--- config.mk ---
export PLATFORM = sky130hd
export DESIGN_NAME = irq_controller
export DESIGN_NICKNAME = d
export VERILOG_FILES = /design/src/rtl/irq_controller.sv
export SDC_FILE = /design/constraint.sdc
export NUM_CORES = 1
export LEC_CHECK = 0
export ABC_AREA = 1
export CAP_MARGIN = 25
export CELL_PAD_IN_SITES_DETAIL_PLACEMENT = 1
export CELL_PAD_IN_SITES_GLOBAL_PLACEMENT = 1
export CORE_UTILIZATION = 36
export CTS_CLUSTER_SIZE = 16
export DETAILED_ROUTE_END_ITERATION = 10
export GPL_ROUTABILITY_DRIVEN = 0
export PLACE_DENSITY_LB_ADDON = 0.1
export SLEW_MARGIN = 15
export SYNTH_ARGS = -nofsm -noshare
export SYNTH_HDL_FRONTEND = slang
export SYNTH_SLANG_ARGS = --single-unit
--- constraint.sdc ---
create_clock -name clk -period 2.3 [get_ports clk]
set_input_delay 0.46 -clock clk [delete_from_list [all_inputs] [get_ports clk]]
set_output_delay 0.46 -clock clk [all_outputs]
set_load 0.03 [all_outputs]
--- src/rtl/irq_controller.sv ---
// -----------------------------------------------------------------------------
// irq_controller
//
// Memory-mapped interrupt controller for the d16 core. Each source line is
// rising-edge detected into a pending bit, gated by a software mask and
// priority-encoded (index 0 wins). One request at a time is presented to the
// core through an irq/ack handshake, and service ends with an EOI write.
// Source 0 is the timer expiry line.
//
// Register map (unused high bits read 0 and ignore writes):
//   addr 0 PENDING : read pending, write-1-to-clear
//   addr 1 MASK    : read/write, 1 = source enabled
//   addr 2 STATUS  : {in_service, 11'b0, active_vector}, read-only
//   addr 3 EOI     : any write ends service, reads 0
//
// Ports:
//   clk        system clock, all state on the rising edge
//   rst        asynchronous active-high reset
//   en         peripheral select from bus decode
//   wr_en      write strobe, effective only with en=1
//   addr       register select
//   data_in    write data
//   data_out   read data, combinational from addr
//   src_in     level event lines, bit 0 = timer expired
//   irq        interrupt request to the core
//   irq_vector index of the requested source, valid while irq=1
//   irq_ack    one-cycle acknowledge from the core
// -----------------------------------------------------------------------------
module irq_controller #(
  parameter int NUM_SRC = 8
) (
  input  logic               clk,
  input  logic               rst,
  input  logic               en,
  input  logic               wr_en,
  input  logic [1:0]         addr,
  input  logic [15:0]        data_in,
  output logic [15:0]        data_out,
  input  logic [NUM_SRC-1:0] src_in,
  output logic               irq,
  output logic [3:0]         irq_vector,
  input  logic               irq_ack
);

  typedef enum logic [1:0] {
    IDLE    = 2'd0,
    REQ     = 2'd1,
    SERVICE = 2'd2
  } state_t;

  state_t             state_reg, state_next;
  logic [3:0]         active_vector_reg, active_vector_next;
  logic [NUM_SRC-1:0] pending_reg, pending_next;
  logic [NUM_SRC-1:0] mask_reg;
  logic [NUM_SRC-1:0] src_q;

  logic [NUM_SRC-1:0] edges;
  logic [NUM_SRC-1:0] cand_bits;
  logic [NUM_SRC-1:0] sel_onehot;
  logic [NUM_SRC-1:0] w1c_clr;
  logic [3:0]         candidate;
  logic               req_valid;
  logic               ack_take;
  logic               wr_pending;
  logic               wr_mask;
  logic               wr_eoi;
  logic [15:0]        pending_ext;
  logic [15:0]        mask_ext;
  logic               unused_data;

  // Only the low NUM_SRC write bits reach the registers.
  assign unused_data = ^data_in;

  assign wr_pending = en & wr_en & (addr == 2'd0);
  assign wr_mask    = en & wr_en & (addr == 2'd1);
  assign wr_eoi     = en & wr_en & (addr == 2'd3);

  // src_q resets to all ones so lines already high at reset release
  // (timer counter sitting at zero) do not register a spurious edge.
  always_ff @(posedge clk or posedge rst) begin
    if (rst) begin
      src_q <= '1;
    end else begin
      src_q <= src_in;
    end
  end

  assign edges     = src_in & ~src_q;
  assign cand_bits = pending_reg & mask_reg;

  // The request stays valid only while its pending bit is set and unmasked;
  // a W1C or mask-off while in REQ withdraws it immediately.
  assign req_valid = |(cand_bits & sel_onehot);
  assign ack_take  = (state_reg == REQ) & req_valid & irq_ack;

  genvar gi;
  generate
    for (gi = 0; gi < NUM_SRC; gi++) begin : g_src
      assign sel_onehot[gi] = (active_vector_reg == 4'(gi));
      assign w1c_clr[gi]    = wr_pending & data_in[gi];
      // A new edge outranks both clear paths in the same cycle.
      assign pending_next[gi] = edges[gi] |
                                (pending_reg[gi] & ~w1c_clr[gi] &
                                 ~(ack_take & sel_onehot[gi]));
    end
  endgenerate

  always_ff @(posedge clk or posedge rst) begin
    if (rst) begin
      pending_reg <= '0;
    end else begin
      pending_reg <= pending_next;
    end
  end

  always_ff @(posedge clk or posedge rst) begin
    if (rst) begin
      mask_reg <= '0;
    end else if (wr_mask) begin
      mask_reg <= data_in[NUM_SRC-1:0];
    end
  end

  // Lowest-index enabled pending source wins.
  always_comb begin
    candidate = '0;
    for (int i = NUM_SRC - 1; i >= 0; i--) begin
      if (cand_bits[i]) begin
        candidate = 4'(i);
      end
    end
  end

  always_ff @(posedge clk or posedge rst) begin
    if (rst) begin
      state_reg         <= IDLE;
      active_vector_reg <= '0;
    end else begin
      state_reg         <= state_next;
      active_vector_reg <= active_vector_next;
    end
  end

  always_comb begin
    state_next         = state_reg;
    active_vector_next = active_vector_reg;
    case (state_reg)
      IDLE: begin
        if (|cand_bits) begin
          active_vector_next = candidate;
          state_next         = REQ;
        end
      end
      REQ: begin
        if (!req_valid) begin
          state_next = IDLE;
        end else if (irq_ack) begin
          state_next = SERVICE;
        end
      end
      SERVICE: begin
        if (wr_eoi) begin
          state_next = IDLE;
        end
      end
      default: begin
        state_next = IDLE;
      end
    endcase
  end

  // Output is decoded from the state register, so an asynchronous reset
  // drops irq without waiting for a clock.
  assign irq        = (state_reg == REQ) & req_valid;
  assign irq_vector = irq ? active_vector_reg : 4'd0;

  always_comb begin
    pending_ext                = '0;
    pending_ext[NUM_SRC-1:0]   = pending_reg;
    mask_ext                   = '0;
    mask_ext[NUM_SRC-1:0]      = mask_reg;
    data_out                   = '0;
    case (addr)
      2'd0:    data_out = pending_ext;
      2'd1:    data_out = mask_ext;
      2'd2:    data_out = {(state_reg == SERVICE), 11'b0, active_vector_reg};
      default: data_out = '0;
    endcase
  end

endmodule

[Yosys cells after proc, flatten, opt, wreduce, memory -nomap -nowiden]
Index checks and enable logic that the tools add are counted.
Storage, ports and cells
  bits in registers: 30
  bits of input ports: 31
  output and inout port bits: 21
  logic and storage cells: 108
Cells by class
  equality and inequality tests: 15
  multiplexer cells: 15
  bitwise operators: 66
  reduce and logical (&&, ||, !) cells: 7
Operators by type and width (count)
  16-bit one-hot mux with 3 select lines: 1
  1-bit AND: 38
  4-bit two-way mux: 8
  8-bit AND: 3
  4-bit by 3-bit == test with 1-bit output, second input constant: 4
  1-bit NOT: 16
  8-bit OR reduction: 2
  4-bit by 2-bit == test with 1-bit output, second input constant: 2
  2-bit two-way mux: 4
  8-bit NOT: 1
  1-bit OR: 8
  2-bit == test, second input constant: 3
  2-bit one-hot mux with 3 select lines: 1
  2-bit by 1-bit == test with 1-bit output, second input constant: 2
  4-bit by 1-bit == test with 1-bit output, second input constant: 1
  2-bit zero test: 2
  4-bit zero test: 1
  2-bit inequality test, second input constant: 2
  3-bit two-way mux: 1
  3-bit inequality test, second input constant: 1
  3-bit AND reduction: 1
  2-bit AND reduction: 1

[Longest topological paths before layout]
Gate-level depths: netlist of the first run.
  depth after elaboration: 9
  mapped depth: 11

[Worst setup path after synthesis of the first run]
OpenSTA, ideal clock, no wires.
  kind: register to output
  from: register active_vector_reg[2]
  to: output data_out[2]
  arrival: 1698 ps
  path slack: 142 ps
  stages on the path, launching flop included: 4
  path buffers: 1
  cells stage by stage: dfrtp_1 -> buf_6 -> inv_6 -> o311ai_0
Between the ends
  word-level cells in the longest chain between the ends: 1
RTL lines
  from (decl): RTL line 52  | logic [3:0] active_vector_reg, active_vector_next;
  from (signal assigned): RTL line 140  | active_vector_reg <= active_vector_next;
  16-bit one-hot mux with 3 select lines: RTL line 183  | case (addr)
  to (decl): RTL line 38  | output logic [15:0] data_out,
No other way between the ends.

[Worst setup path after layout of the first run]
  from: input addr[0]
  to: output data_out[2]
Between the ends
  word-level cells in the longest chain between the ends: 2
RTL lines
  from (decl): RTL line 36  | input logic [1:0] addr,
  2-bit == test (tied with other cells): RTL line 183
  16-bit one-hot mux with 3 select lines (*): RTL line 183
Every way passes the cells marked *; elsewhere a longest branch is shown, timed or not.

==> flow_metrics.env, run 1 <==
export IMPL_status="complete, no violations"
export IMPL_cp_arrival_ns=1.78
export IMPL_cts_max_path_buffers=2
export IMPL_cp_required_ns=1.84
export IMPL_synth_top_area_share=0.3009
export IMPL_holdPathStages=2
export IMPL_drive_above_1_share=0.2319
export IMPL_grt_pass1_wl_mm=7.486
export IMPL_met3WireLength_microns=117
export IMPL_wl_met1_mm=2.138
export IMPL_drv_cap=0
export IMPL_drt_first_pass_iters=4
export IMPL_drc=0
export IMPL_synth_distinct_cells=25
export IMPL_fmax_ghz=0.4469
export IMPL_critPathCaptureType="output pin"
export IMPL_synthCells=227
export IMPL_die_h_microns=71.66
export IMPL_hold_end="mask_reg[2]"
export IMPL_nNetsFinal=306
export IMPL_r2r_setup_slack_ns=0.85
export IMPL_r2r_cells=9
export IMPL_tritoncts="built"
export IMPL_final_core_util=0.5008
export IMPL_fillers=569
export IMPL_cts_sinks=29
export IMPL_die_x_microns=71.66
export IMPL_r2r_start="active_vector_reg[0]"
export IMPL_multi_input_area_sq_um=750.7
export IMPL_rows=24
export IMPL_io_pins=52
export IMPL_design_die_area_sq_mm=0.005134
export IMPL_synth_seq_area_share=0.4212
export IMPL_yosys_register_bits=29
export IMPL_grt_max_degree=30
export IMPL_core_sq_mm=0.004504
export IMPL_dp_hpwl_mm=3.537
export IMPL_antennaDiodeCount=0
export IMPL_power_density_mw_per_mm2=1037
export IMPL_layout_common_cells="nand2_1, inv_1, buf_4, clkdlybuf4s50_1, o21ai_0"
export IMPL_ys_top_cells_by_area="dfrtp_1, nand2_1, dfstp_2"
export IMPL_viasPerCell=4.829
export IMPL_startpoint="addr[0]"
export IMPL_syn_area_per_cell_sq_um=7.695
export IMPL_wl_met2_mm=2.124
export IMPL_start_util=0.3878
export IMPL_ff_latch_area_sq_um=739.5
export IMPL_routed_wl_mm=4.442
export IMPL_power_mw=2.339
export IMPL_top_layer="met4"
export IMPL_ant_nets=0
export IMPL_finalCritPeriodShare=0.9729
export IMPL_drt_initial_drc_count=32
export IMPL_drv_slew=0
export IMPL_syn_area_sq_mm=0.001747
export IMPL_final_setup_tns_ns=0
export IMPL_area_growth_pct=29.15
export IMPL_fin_ws_ns=0.06227
export IMPL_worst_setup_path_type="primary input to output pin"
export IMPL_cp_start_kind="primary input"
export IMPL_io_buffers=35
export IMPL_setup_viol=0
export IMPL_antenna_found_initial=0
export IMPL_placed_area_sq_mm=0.002136
export IMPL_cts_inserted_buffers=5
export IMPL_routedWlPerCell_microns=13.54
export IMPL_final_common_cell="nand2_1"
export IMPL_hold_viol_final=0
export IMPL_cts_clk_slew_worst_paths_ns=0.06
export IMPL_grt_overflow_total=0
export IMPL_peakVddDrop_uv=379.1
export IMPL_leakagePower_nw=1.159
export IMPL_yosysTopAreaCell="dfrtp_1"
export IMPL_worst_clock_skew_ns=0.005382
export IMPL_min_path_type="flop to flop"
export IMPL_ctsRootBufferMaster="clkbuf_8"
export IMPL_hold_start="mask_reg[2]"
export IMPL_grt_usage=0.1929
export IMPL_vias=1584
export IMPL_cp_max_fo=9
export IMPL_h_tree_depth=2
export IMPL_worstReg2RegEnd="pending_reg[3]"
export IMPL_design_area_sq_mm=0.002256
export IMPL_fin_crit_ns=2.238
export IMPL_grt_pass1_vias=1600
export IMPL_pre_cts_ws_ns=0.06883
export IMPL_ys_warn_count=0
export IMPL_rsz0062_at_grt="false"
export IMPL_clock_latency_ns=0.28
-- final cells by class --
type                            instances  share of cell area
Clock buffer                            7             0.03827
Clock inverter                          1             0.01331
Inverter                               43             0.07709
Multi-Input combinational cell        149              0.3328
Sequential cell                        29              0.3278
Tap cell                               52             0.02884
Timing Repair Buffer                   47              0.1819
-- what timing repair did --
action                     in CTS  in global routing
buffers inserted                0                  0
setup endpoints to repair       1                  1
hold buffers                    0                  0
resized for setup               4                  1
-- worst max-delay path, stage by stage --
cell and delay (ns):
clkdlybuf4s50_1 0.60, inv_2 0.08, nor2_4 0.21, nand2_1 0.08, o311ai_0 0.11, buf_4 0.24
-- worst max-delay path by stage --
| stage | end | cells after the start |
|---|---|---|
| 2_1_floorplan | data_out[2] | 3 |
| 3_3_place_gp | data_out[0] | 6 |
| 3_5_place_dp | irq | 9 |
| 4_1_cts | data_out[0] | 6 |
| 5_1_grt | data_out[0] | 6 |
| 6_report | data_out[2] | 6 |
-- stage by stage --
step           hold slack, ns  std cells
4_1_cts                0.5160        328
3_5_place_dp           0.4995        320
2_1_floorplan          0.4645        234
5_1_grt                0.5372        328
6_report               0.5110        328
3_3_place_gp           0.4944        320
-- cells by family (layout without fill, tap and decap cells) --
family | count (synthesis) | in the layout | synth area share
compound gates | 35 | 35 | 0.1225
buf+inv | 56 | 98 | 0.1640
flops | 29 | 29 | 0.4212
other cells | 1 | 8 | 0.002147
simple gates | 106 | 106 | 0.2901
-- synth_stat cells --
cell	instances
nand2_2	2
nand2_1	60
inv_1	38
dfrtp_1	21
o311ai_0	3
nand2_4	4
a22o_1	5
nor2_2	7
buf_4	9
o21ai_2	2
nand3b_1	1
a31oi_1	1
a21oi_1	3
inv_6	1
dfstp_2	8
nand3_1	6
nor2_4	2
inv_2	1
o21ai_0	21
nand4_1	8
buf_6	4
nor2_1	8
nor3_1	8
inv_4	3
conb_1	1
-- power breakdown --
| part | switching, mW | internal (mW) | leakage (nW) |
|---|---|---|---|
| clock | 0.197 | 0.353 | 0.0585 |
| sequential | 0.126 | 0.624 | 0.319 |
| combinational | 0.637 | 0.402 | 0.782 |
-- layer usage --
metal / GRT usage / vias up
met5: 0 / -
met2: 0.3239 / 24
met4: 0.06536 / 0
met3: 0.03938 / 7
li1: - / 801
met1: 0.2480 / 752
Power figures use the tool's default switching activity.
==> inputs of run 2 (changes only) <==
--- a/config.mk
+++ b/config.mk
@@ -9,7 +9,7 @@
 export CAP_MARGIN = 25
 export CELL_PAD_IN_SITES_DETAIL_PLACEMENT = 1
 export CELL_PAD_IN_SITES_GLOBAL_PLACEMENT = 1
-export CORE_UTILIZATION = 36
+export CORE_UTILIZATION = 35
 export CTS_CLUSTER_SIZE = 16
 export DETAILED_ROUTE_END_ITERATION = 10
 export GPL_ROUTABILITY_DRIVEN = 0
==> run 2 against run 1 <==
Worst hold slack improved by 0.0033 ns. Combinational power fell by 12%. Clock-buffer cell count did not move. Clock skew barely moved. Highest routed layer unchanged.
==> flow_metrics.env, run 2 (same netlist as run 1, synthesis figures left out) <==
export IMPL_status="complete, no violations"
export IMPL_fillers=612
export IMPL_critPathCaptureType="output pin"
export IMPL_grt_pass1_vias=1577
export IMPL_dp_hpwl_mm=3.488
export IMPL_drt_initial_drc_count=79
export IMPL_critical_path_cell_chain="clkdlybuf4s50_1 > buf_4 > nor2_2 > nand2_1 > o311ai_0 > buf_4"
export IMPL_nNetsFinal=302
export IMPL_drv_cap=0
export IMPL_drive_above_1_share=0.2243
export IMPL_ff_latch_area_sq_um=739.5
export IMPL_viasPerCell=4.726
export IMPL_die_x_microns=72.65
export IMPL_r2r_start="active_vector_reg[2]"
export IMPL_h_tree_depth=2
export IMPL_cts_inserted_buffers=5
export IMPL_antenna_found_initial=0
export IMPL_r2r_cells=10
export IMPL_cts_clk_slew_worst_paths_ns=0.06
export IMPL_crit_family="buffers and inverters"
export IMPL_min_path_type="flop to flop"
export IMPL_io_buffers=35
export IMPL_leakagePower_nw=1.152
export IMPL_worst_setup_path_type="primary input to output pin"
export IMPL_vias=1602
export IMPL_routed_wl_mm=4.581
export IMPL_fmax_ghz=0.4577
export IMPL_worst_path_buf_inv=3
export IMPL_core_sq_mm=0.004755
export IMPL_fin_crit_ns=2.185
export IMPL_cp_arrival_ns=1.72
export IMPL_rows=25
export IMPL_clockPowerShare=0.248
export IMPL_cts_sinks=29
export IMPL_drt_first_pass_iters=4
export IMPL_setup_viol=0
export IMPL_p_comb_frac=0.410
export IMPL_rsz0062_at_grt="false"
export IMPL_slowest_stage="clkdlybuf4s50_1"
export IMPL_multi_input_area_sq_um=755.7
export IMPL_tritoncts="built"
export IMPL_routedWlPerCell_microns=13.51
export IMPL_power_internal_mw=1.286
export IMPL_grt_max_degree=30
export IMPL_antennaDiodeCount=0
export IMPL_worst_path_largest_cell_delay_ns=0.42
export IMPL_final_core_util=0.4732
export IMPL_cp_start_kind="primary input"
export IMPL_start_util=0.3674
export IMPL_hold_viol_final=0
export IMPL_finalCritPeriodShare=0.9499
export IMPL_grt_pass1_wl_mm=7.562
export IMPL_worstReg2RegEnd="state_reg[1]"
export IMPL_ctsRootBufferMaster="clkbuf_8"
export IMPL_area_growth_pct=28.80
export IMPL_final_common_cell="nand2_1"
export IMPL_design_die_area_sq_mm=0.005277
export IMPL_hold_end="mask_reg[1]"
export IMPL_worst_clock_skew_ns=0.005591
export IMPL_r2r_setup_slack_ns=0.85
export IMPL_power_density_mw_per_mm2=997.1
export IMPL_grt_usage=0.1968
export IMPL_ant_nets=0
export IMPL_drv_slew=0
export IMPL_hold_start="mask_reg[1]"
export IMPL_clock_latency_ns=0.29
export IMPL_cts_max_path_buffers=2
export IMPL_layout_common_cells="nand2_1, inv_1, o21ai_0, clkdlybuf4s50_1, buf_4"
export IMPL_switching_share=0.4268
export IMPL_crit_top_cell="buf_4"
export IMPL_drc=0
export IMPL_cp_max_fo=5
export IMPL_holdWs_ns=0.5143
export IMPL_peakVddDrop_uv=357.2
export IMPL_pwr_share_seq=0.342
export IMPL_grt_overflow_total=0
export IMPL_die_h_microns=72.65
export IMPL_p_sw_uw=957.3
export IMPL_holdPathStages=2
export IMPL_io_pins=52
export IMPL_cp_required_ns=1.84
-- run 2: cell count changes in the layout (fill, tap and decap cells not counted), sizes merged --
| cell | change |
|---|---|
| dlymetal6s2s | +1 |
| clkdlybuf4s50 | -1 |
| buf | -3 |
| clkdlybuf4s15 | -1 |
-- run 2: final cells by class --
| class | count | area share |
|---|---|---|
| Clock buffer | 7 | 0.03838 |
| Clock inverter | 1 | 0.01335 |
| Inverter | 43 | 0.07731 |
| Multi-Input combinational cell | 149 | 0.3359 |
| Sequential cell | 29 | 0.3287 |
| Tap cell | 67 | 0.03726 |
| Timing Repair Buffer | 43 | 0.1691 |
-- run 2: worst max path at each step --
stage,end,slack (ns),cells past startpoint,from
global placement,data_out[7],0.07,6,addr[0]
CTS,data_out[2],0.02,6,addr[0]
global route,irq_vector[2],0.01,8,active_vector_reg[0]
floorplan,data_out[2],0.14,3,active_vector_reg[2]
detailed placement,data_out[0],-0.002,3,addr[0]
finish,data_out[2],0.12,6,addr[1]
-- run 2: worst register-to-register path, cell delays in order, from the launching register on --
cell,delay [ns]
dfrtp_2,0.50
inv_6,0.14
nor2_4,0.06
nand2_2,0.05
nand2_1,0.06
nor2_2,0.14
nand2_4,0.12
nand2_4,0.12
inv_4,0.04
nand2_2,0.05
o21ai_2,0.06
-- run 2: power groups by stage --
stage                     clock network [mW]  registers, mW  logic [mW]
after detailed placement                   0          0.766       0.922
after global placement                     0          0.765       0.900
after CTS                              0.572          0.761       0.929
after global routing                   0.594          0.781        1.02
final                                  0.557          0.766       0.920
after floorplan                            0          0.676       0.773
-- run 2: timing repair --
| item | CTS | global route |
|---|---|---|
| gates resized for setup | 3 | 3 |
| buffers inserted | 0 | 0 |
| endpoints found under the setup margin | 4 | 9 |
| hold buffers | 0 | 0 |
-- run 2: metal layers --
layer  vias up  wire length (microns)  GRT usage
li1        790                      -          -
met4         0                    108     0.1046
met5         -                      0          0
met1       767                   2083     0.2472
met3        10                    176    0.04834
met2        35                   2213     0.3126
-- run 2: stage by stage --
step,std cells,total power [mW],setup slack [ns],setup TNS [ns],instance area (sq um)
after floorplan,234,1.449,0.1418,0,1773
after global placement,331,1.664,0.06709,0,2122
after global routing,339,2.396,0.01084,0,2250
after CTS,339,2.262,0.01891,0,2241
final,339,2.243,0.1153,0,2250
after detailed placement,331,1.689,-0.002224,-0.002224,2122
